[config.mk]
export PLATFORM = sky130hd
export DESIGN_NAME = alu_arbiter
export DESIGN_NICKNAME = d
export VERILOG_FILES = /design/src/rtl/alu_arbiter.sv
export SDC_FILE = /design/constraint.sdc
export NUM_CORES = 1
export LEC_CHECK = 0
export ABC_AREA = 1
export BUFFER_PORTS_ARGS = -buffer_cell sky130_fd_sc_hd__buf_2
export CORE_MARGIN = 2
export CORE_UTILIZATION = 43
export CTS_CLUSTER_SIZE = 8
export DETAILED_ROUTE_END_ITERATION = 16
export PLACE_DENSITY = 0.76
export SLEW_MARGIN = 20
export SYNTH_ARGS = -nofsm -noshare
export SYNTH_HDL_FRONTEND = slang
export SYNTH_SLANG_ARGS = --single-unit
[constraint.sdc]
create_clock -name clk_i -period 1.3 [get_ports clk_i]
set_input_delay 0.065 -clock clk_i [delete_from_list [all_inputs] [get_ports clk_i]]
set_output_delay 0.065 -clock clk_i [all_outputs]
set_load 0.005 [all_outputs]
[src/rtl/alu_arbiter.sv]
// Two-requester round-robin front end for a shared combinational ALU.
// Holds operands steady for SETTLE_CYCLES edges, captures the result and returns it to the owner.
//
//  state  | meaning
//  -------+---------------------------------------------------------------
//  S_IDLE | no operation in flight; grant offered to one valid requester
//  S_WAIT | operands driven to the ALU, settle counter running down
//  S_RESP | result captured, RSP_VALID high for owner until it is consumed
module alu_arbiter #(
    parameter int unsigned SETTLE_CYCLES = 2
) (
    input  logic       clk_i,
    input  logic       rst_ni,
    input  logic       req_valid0_i,
    input  logic       req_valid1_i,
    output logic       req_ready0_o,
    output logic       req_ready1_o,
    input  logic [2:0] req_op0_i,
    input  logic [2:0] req_op1_i,
    input  logic [7:0] req_data1_0_i,
    input  logic [7:0] req_data2_0_i,
    input  logic [7:0] req_data1_1_i,
    input  logic [7:0] req_data2_1_i,
    output logic       rsp_valid0_o,
    output logic       rsp_valid1_o,
    input  logic       rsp_ready0_i,
    input  logic       rsp_ready1_i,
    output logic [7:0] rsp_result_o,
    output logic       rsp_zero_o,
    output logic [7:0] alu_data1_o,
    output logic [7:0] alu_data2_o,
    output logic [2:0] alu_select_o,
    input  logic [7:0] alu_result_i,
    input  logic       alu_zero_i,
    output logic       busy_o
);

    typedef enum logic [1:0] {S_IDLE, S_WAIT, S_RESP} state_t;

    localparam logic [3:0] SETTLE_LD = 4'(SETTLE_CYCLES);

    state_t     state_q;
    logic [3:0] cnt_q;
    logic       owner_q;
    logic       lg_q;
    logic [2:0] op_q;
    logic [7:0] data1_q;
    logic [7:0] data2_q;
    logic [7:0] result_q;
    logic       zero_q;
    logic       rsp_valid0_q;
    logic       rsp_valid1_q;
    logic       gnt0;
    logic       gnt1;

    // On a tie the requester that was not served last wins.
    always_comb begin
        gnt0 = 1'b0;
        gnt1 = 1'b0;
        if (rst_ni && state_q == S_IDLE) begin
            if (req_valid0_i && (!req_valid1_i || lg_q)) begin
                gnt0 = 1'b1;
            end else if (req_valid1_i) begin
                gnt1 = 1'b1;
            end
        end
    end

    always_ff @(posedge clk_i or negedge rst_ni) begin
        if (!rst_ni) begin
            state_q      <= S_IDLE;
            cnt_q        <= '0;
            owner_q      <= 1'b0;
            lg_q         <= 1'b1;
            op_q         <= '0;
            data1_q      <= '0;
            data2_q      <= '0;
            result_q     <= '0;
            zero_q       <= 1'b0;
            rsp_valid0_q <= 1'b0;
            rsp_valid1_q <= 1'b0;
        end else begin
            case (state_q)
                S_IDLE: begin
                    if (gnt0 || gnt1) begin
                        owner_q <= gnt1;
                        op_q    <= gnt1 ? req_op1_i     : req_op0_i;
                        data1_q <= gnt1 ? req_data1_1_i : req_data1_0_i;
                        data2_q <= gnt1 ? req_data2_1_i : req_data2_0_i;
                        cnt_q   <= SETTLE_LD;
                        state_q <= S_WAIT;
                    end
                end
                S_WAIT: begin
                    // The edge that takes the counter to zero is the capture edge.
                    if (cnt_q <= 4'd1) begin
                        cnt_q        <= '0;
                        result_q     <= alu_result_i;
                        zero_q       <= alu_zero_i;
                        rsp_valid0_q <= !owner_q;
                        rsp_valid1_q <= owner_q;
                        state_q      <= S_RESP;
                    end else begin
                        cnt_q <= cnt_q - 4'd1;
                    end
                end
                S_RESP: begin
                    if ((rsp_valid0_q && rsp_ready0_i) || (rsp_valid1_q && rsp_ready1_i)) begin
                        lg_q         <= owner_q;
                        rsp_valid0_q <= 1'b0;
                        rsp_valid1_q <= 1'b0;
                        state_q      <= S_IDLE;
                    end
                end
                default: state_q <= S_IDLE;
            endcase
        end
    end

    assign req_ready0_o = gnt0;
    assign req_ready1_o = gnt1;
    assign rsp_valid0_o = rsp_valid0_q;
    assign rsp_valid1_o = rsp_valid1_q;
    assign rsp_result_o = result_q;
    assign rsp_zero_o   = zero_q;
    assign alu_data1_o  = data1_q;
    assign alu_data2_o  = data2_q;
    assign alu_select_o = op_q;
    assign busy_o       = (state_q != S_IDLE);

endmodule

==> run_results.csv <==
group,metric,value,unit
routing,detail_route.vias_per_cell,4.97,
routing,wirelength,6.03,mm
worst_setup_path,path_class,"reg2reg",
flow_run,maxCapViolations,0,
final_layout,finalNonFillerCells,450,
timing,tns,-2.36,ns
die,row_count,24,
timing,report.final.hold_viol_count,0,
placement,pre_cts_slack,-0.0590,ns
timing,rsz0062_at_grt,"yes",
status,violations,"setup timing",
die,die_height,72.4,um
worst_setup_path,regToRegEndpoint,"state_q[0]$_DFFE_PN0P_",
final_layout,n_antenna_cell,0,
worst_setup_path,critical_path_required,1.47,ns
clocking,clkSlewWorstSetupHoldPaths,0.08,ns
die,core_area,4440,um^2
logic_synthesis,synth.cells.most_frequent,"85 x sky130_fd_sc_hd__nand2_1, 61 x sky130_fd_sc_hd__nand3_1, 49 x sky130_fd_sc_hd__inv_1",
logic_synthesis,synth-async-reset-ratio,100,%
power_and_ir_drop,post-layout-total-power,6.43,mW
global_routing,grt_use_total,21.5,%
hold_path,hold_path.startpoint,"alu_zero_i",
worst_setup_path,worst-path-max-fanout,5,
logic_synthesis,synthMostInstantiatedCell,"sky130_fd_sc_hd__nand2_1",
logic_synthesis,synth.top_cells.by_area,"sky130_fd_sc_hd__dfrtp_1 46%, sky130_fd_sc_hd__nand2_1 16%, sky130_fd_sc_hd__nand3_1 15%",
global_routing,first_global_vias,2087,
logic_synthesis,post_synthesis_instance_area,2010,um^2
routing,drt-wirelength-per-cell,13.4,um
worst_setup_path,critical_path_capture_point_type,"flop",
logic_synthesis,synth_nets,331,
routing,post-route-drc-count,0,
logic_synthesis,netlist.top_cell.by_area,"sky130_fd_sc_hd__dfrtp_1",
timing,setup-violations-final,38,
worst_setup_path,worst-endpoint-arrival,1.59,ns
hold_path,timing.hold.worst.class,"in2reg",
timing,whs,0.0191,ns
global_routing,number_of_antenna_violations_at_the_first_check_in_global_routing,0,
clocking,cts_buffer_depth,2,
timing,fin_worst_skew,0.0114,ns
worst_setup_path,startpoint_type,"flop",
placement,total_placed_cells_including_tap_cells,417,
routing,detail_route.first_pass.iterations,4,
logic_synthesis,synth-main-ff-cell,"sky130_fd_sc_hd__dfrtp_1",
global_routing,grt_max_degree,25,
final_layout,layout-drive-gt1-share,45.7,%
timing,finalCritPeriodShare,110,%
die,die_width,72.4,um
routing,detail_route.iter0.violations,119,
timing,relSlewSlack,85.0,%
worst_setup_path,rr_startpoint,"lg_q$_DFFE_PN1P_",
global_routing,leftover_overflow_at_the_end_of_global_routing,0,
global_routing,grt_pass1_wl,8.91,mm
logic_synthesis,post_synth.cell_area_avg,7.29,um^2
final_layout,fillerInstances,344,
logic_synthesis,yosysWarnings,0,
placement,finalWeightedCongestion,0.757,
clocking,cts_num_sinks,38,
routing,postRouteAntennaNets,0,
final_layout,nets,452,
timing,actual_slew_at_the_worst_max_slew_pin,0.224,ns
logic_synthesis,yosys_register_bits,38,
die,design.portCount,86,
placement,dp_hpwl,3.67,mm
clocking,cts_tree,"yes",
power_and_ir_drop,leakage,1.88,nW
final_layout,area_growth_syn_to_layout,61.7,%
timing,slew_violations,0,
clocking,cts_buffers,5,
logic_synthesis,post-synth-top-area-fraction,46.0,%
timing,achievable-frequency,701,MHz
timing,final.min_clock_period,1.43,ns
hold_path,min_path_cells,3,
routing,vias,2238,
die,initial_utilization,45.3,%
clocking,insertion_delay,0.29,ns
logic_synthesis,post_synth_inst_count,276,
hold_path,hold-path-endpoint,"rsp_zero_o$_DFFE_PN0P_",
placement,buffer_ports.inserted,85,
power_and_ir_drop,power_density,1980,nW/um^2
status,outcome,"finished, violations left",
logic_synthesis,synth.distinct_cells,21,
die,die_area,5250,um^2
worst_setup_path,r2r_setup_slack,-0.13,ns
worst_setup_path,worst_r2r_path_depth,6,
clocking,ctsHtreeMaxLevel,2,
timing,layout_setup_ws,-0.126,ns
logic_synthesis,number_of_flops_mapped_to_enable_cells_by_yosys,0,
clocking,clock-root-buffer,"sky130_fd_sc_hd__clkbuf_8",
logic_synthesis,synth_seq_area_share,47.3,%
power_and_ir_drop,peak_vdd_ir,1020,uV
## what timing repair did
item,CTS,global route
gates resized for setup,18,60
hold buffers,9,0
pin swaps,5,25
gates cloned,1,4
setup endpoints to repair,29,39
hold endpoints to repair,46,0
setup buffers,9,2
## metrics by stage
step                      area, um^2  util [%]
after detailed placement        2590      58.3
after CTS                       2940      66.2
final                           3250      73.2
after global routing            3250      73.2
after global placement          2590      58.3
after floorplan                 2020         -
## cell families after synthesis
kind of cell               synth area share [%]
AOI/OAI and AO/OA                          1.37
adders and majority gates                  1.24
buffers and inverters                      13.4
and+or+nand+nor                            35.8
DFF                                        47.3
xor gates and xnor gates                  0.870
## placed cells by master, fill, tap and decap left out, types with 3 or more instances in the layout
cell	Yosys	final
sky130_fd_sc_hd__nand2_2	1	13
sky130_fd_sc_hd__clkbuf_8	0	5
sky130_fd_sc_hd__nand4_1	5	5
sky130_fd_sc_hd__nor2_2	0	3
sky130_fd_sc_hd__nor2_1	8	4
sky130_fd_sc_hd__inv_2	3	4
sky130_fd_sc_hd__inv_1	49	45
sky130_fd_sc_hd__nand3_1	61	40
sky130_fd_sc_hd__nand2_1	85	70
sky130_fd_sc_hd__nand2_4	1	3
sky130_fd_sc_hd__buf_2	9	84
sky130_fd_sc_hd__dfrtp_1	37	37
sky130_fd_sc_hd__dlygate4sd3_1	0	9
sky130_fd_sc_hd__buf_6	0	10
sky130_fd_sc_hd__buf_4	3	18
sky130_fd_sc_hd__nand3_2	0	21
## worst max-delay path: stages, from the launching register on
cell,delay (ns)
sky130_fd_sc_hd__dfstp_2,0.57
sky130_fd_sc_hd__a21oi_2,0.07
sky130_fd_sc_hd__nand2_2,0.09
sky130_fd_sc_hd__buf_6,0.12
sky130_fd_sc_hd__nand2_8,0.07
sky130_fd_sc_hd__clkbuf_16,0.16
sky130_fd_sc_hd__or2_1,0.21
## how the worst max path moves through the flow
stage	from	end	slack [ns]	cells after the start
after detailed placement	cnt_q[0]$_DFFE_PN0P_	rsp_zero_o$_DFFE_PN0P_	-0.06	7
final	lg_q$_DFFE_PN1P_	state_q[0]$_DFFE_PN0P_	-0.13	6
after floorplan	cnt_q[0]$_DFFE_PN0P_	state_q[1]$_DFFE_PN0P_	-0.01	7
after CTS	lg_q$_DFFE_PN1P_	req_ready0_o	-0.13	6
after global routing	lg_q$_DFFE_PN1P_	req_ready0_o	-0.17	6
after global placement	state_q[0]$_DFFE_PN0P_	alu_data1_o[4]$_DFFE_PN0P_	0.006	8
## state kept, by name, indices dropped and copies added (netlist names)
signal	cells
alu_data1_o	8
alu_data2_o	8
rsp_result_o	8
cnt_q	4
alu_select_o	3
state_q	2
lg_q	1
owner_q	1
rsp_valid0_o	1
rsp_valid1_o	1
rsp_zero_o	1
## power breakdown
part	internal, mW	switching (mW)	total (mW)
combinational	1.60	1.71	3.31
sequential	1.75	0.392	2.15
clock	0.574	0.404	0.978
## final cells by class
class | instances | area, um^2 | area share, %
clock buffers | 7 | 76.3 | 2.35
multi-input cells | 172 | 1020 | 31.4
well taps | 52 | 65.1 | 2.00
clock inverters | 1 | 30.0 | 0.923
repair buffers | 127 | 891 | 27.4
flip-flops and latches | 38 | 952 | 29.3
inverters | 52 | 208 | 6.38
repair inverters | 1 | 11.3 | 0.346
## per-layer routing
| metal | track usage, % | up-vias | wire, um |
|---|---|---|---|
| met4 | 7.20 | 0 | 99 |
| li1 | - | 1092 | - |
| met2 | 36.3 | 113 | 3000 |
| met3 | 4.03 | 10 | 418 |
| met1 | 27.9 | 1023 | 2500 |
| met5 | 0 | - | 0 |
Note: power is estimated with default switching activity, not from simulation.
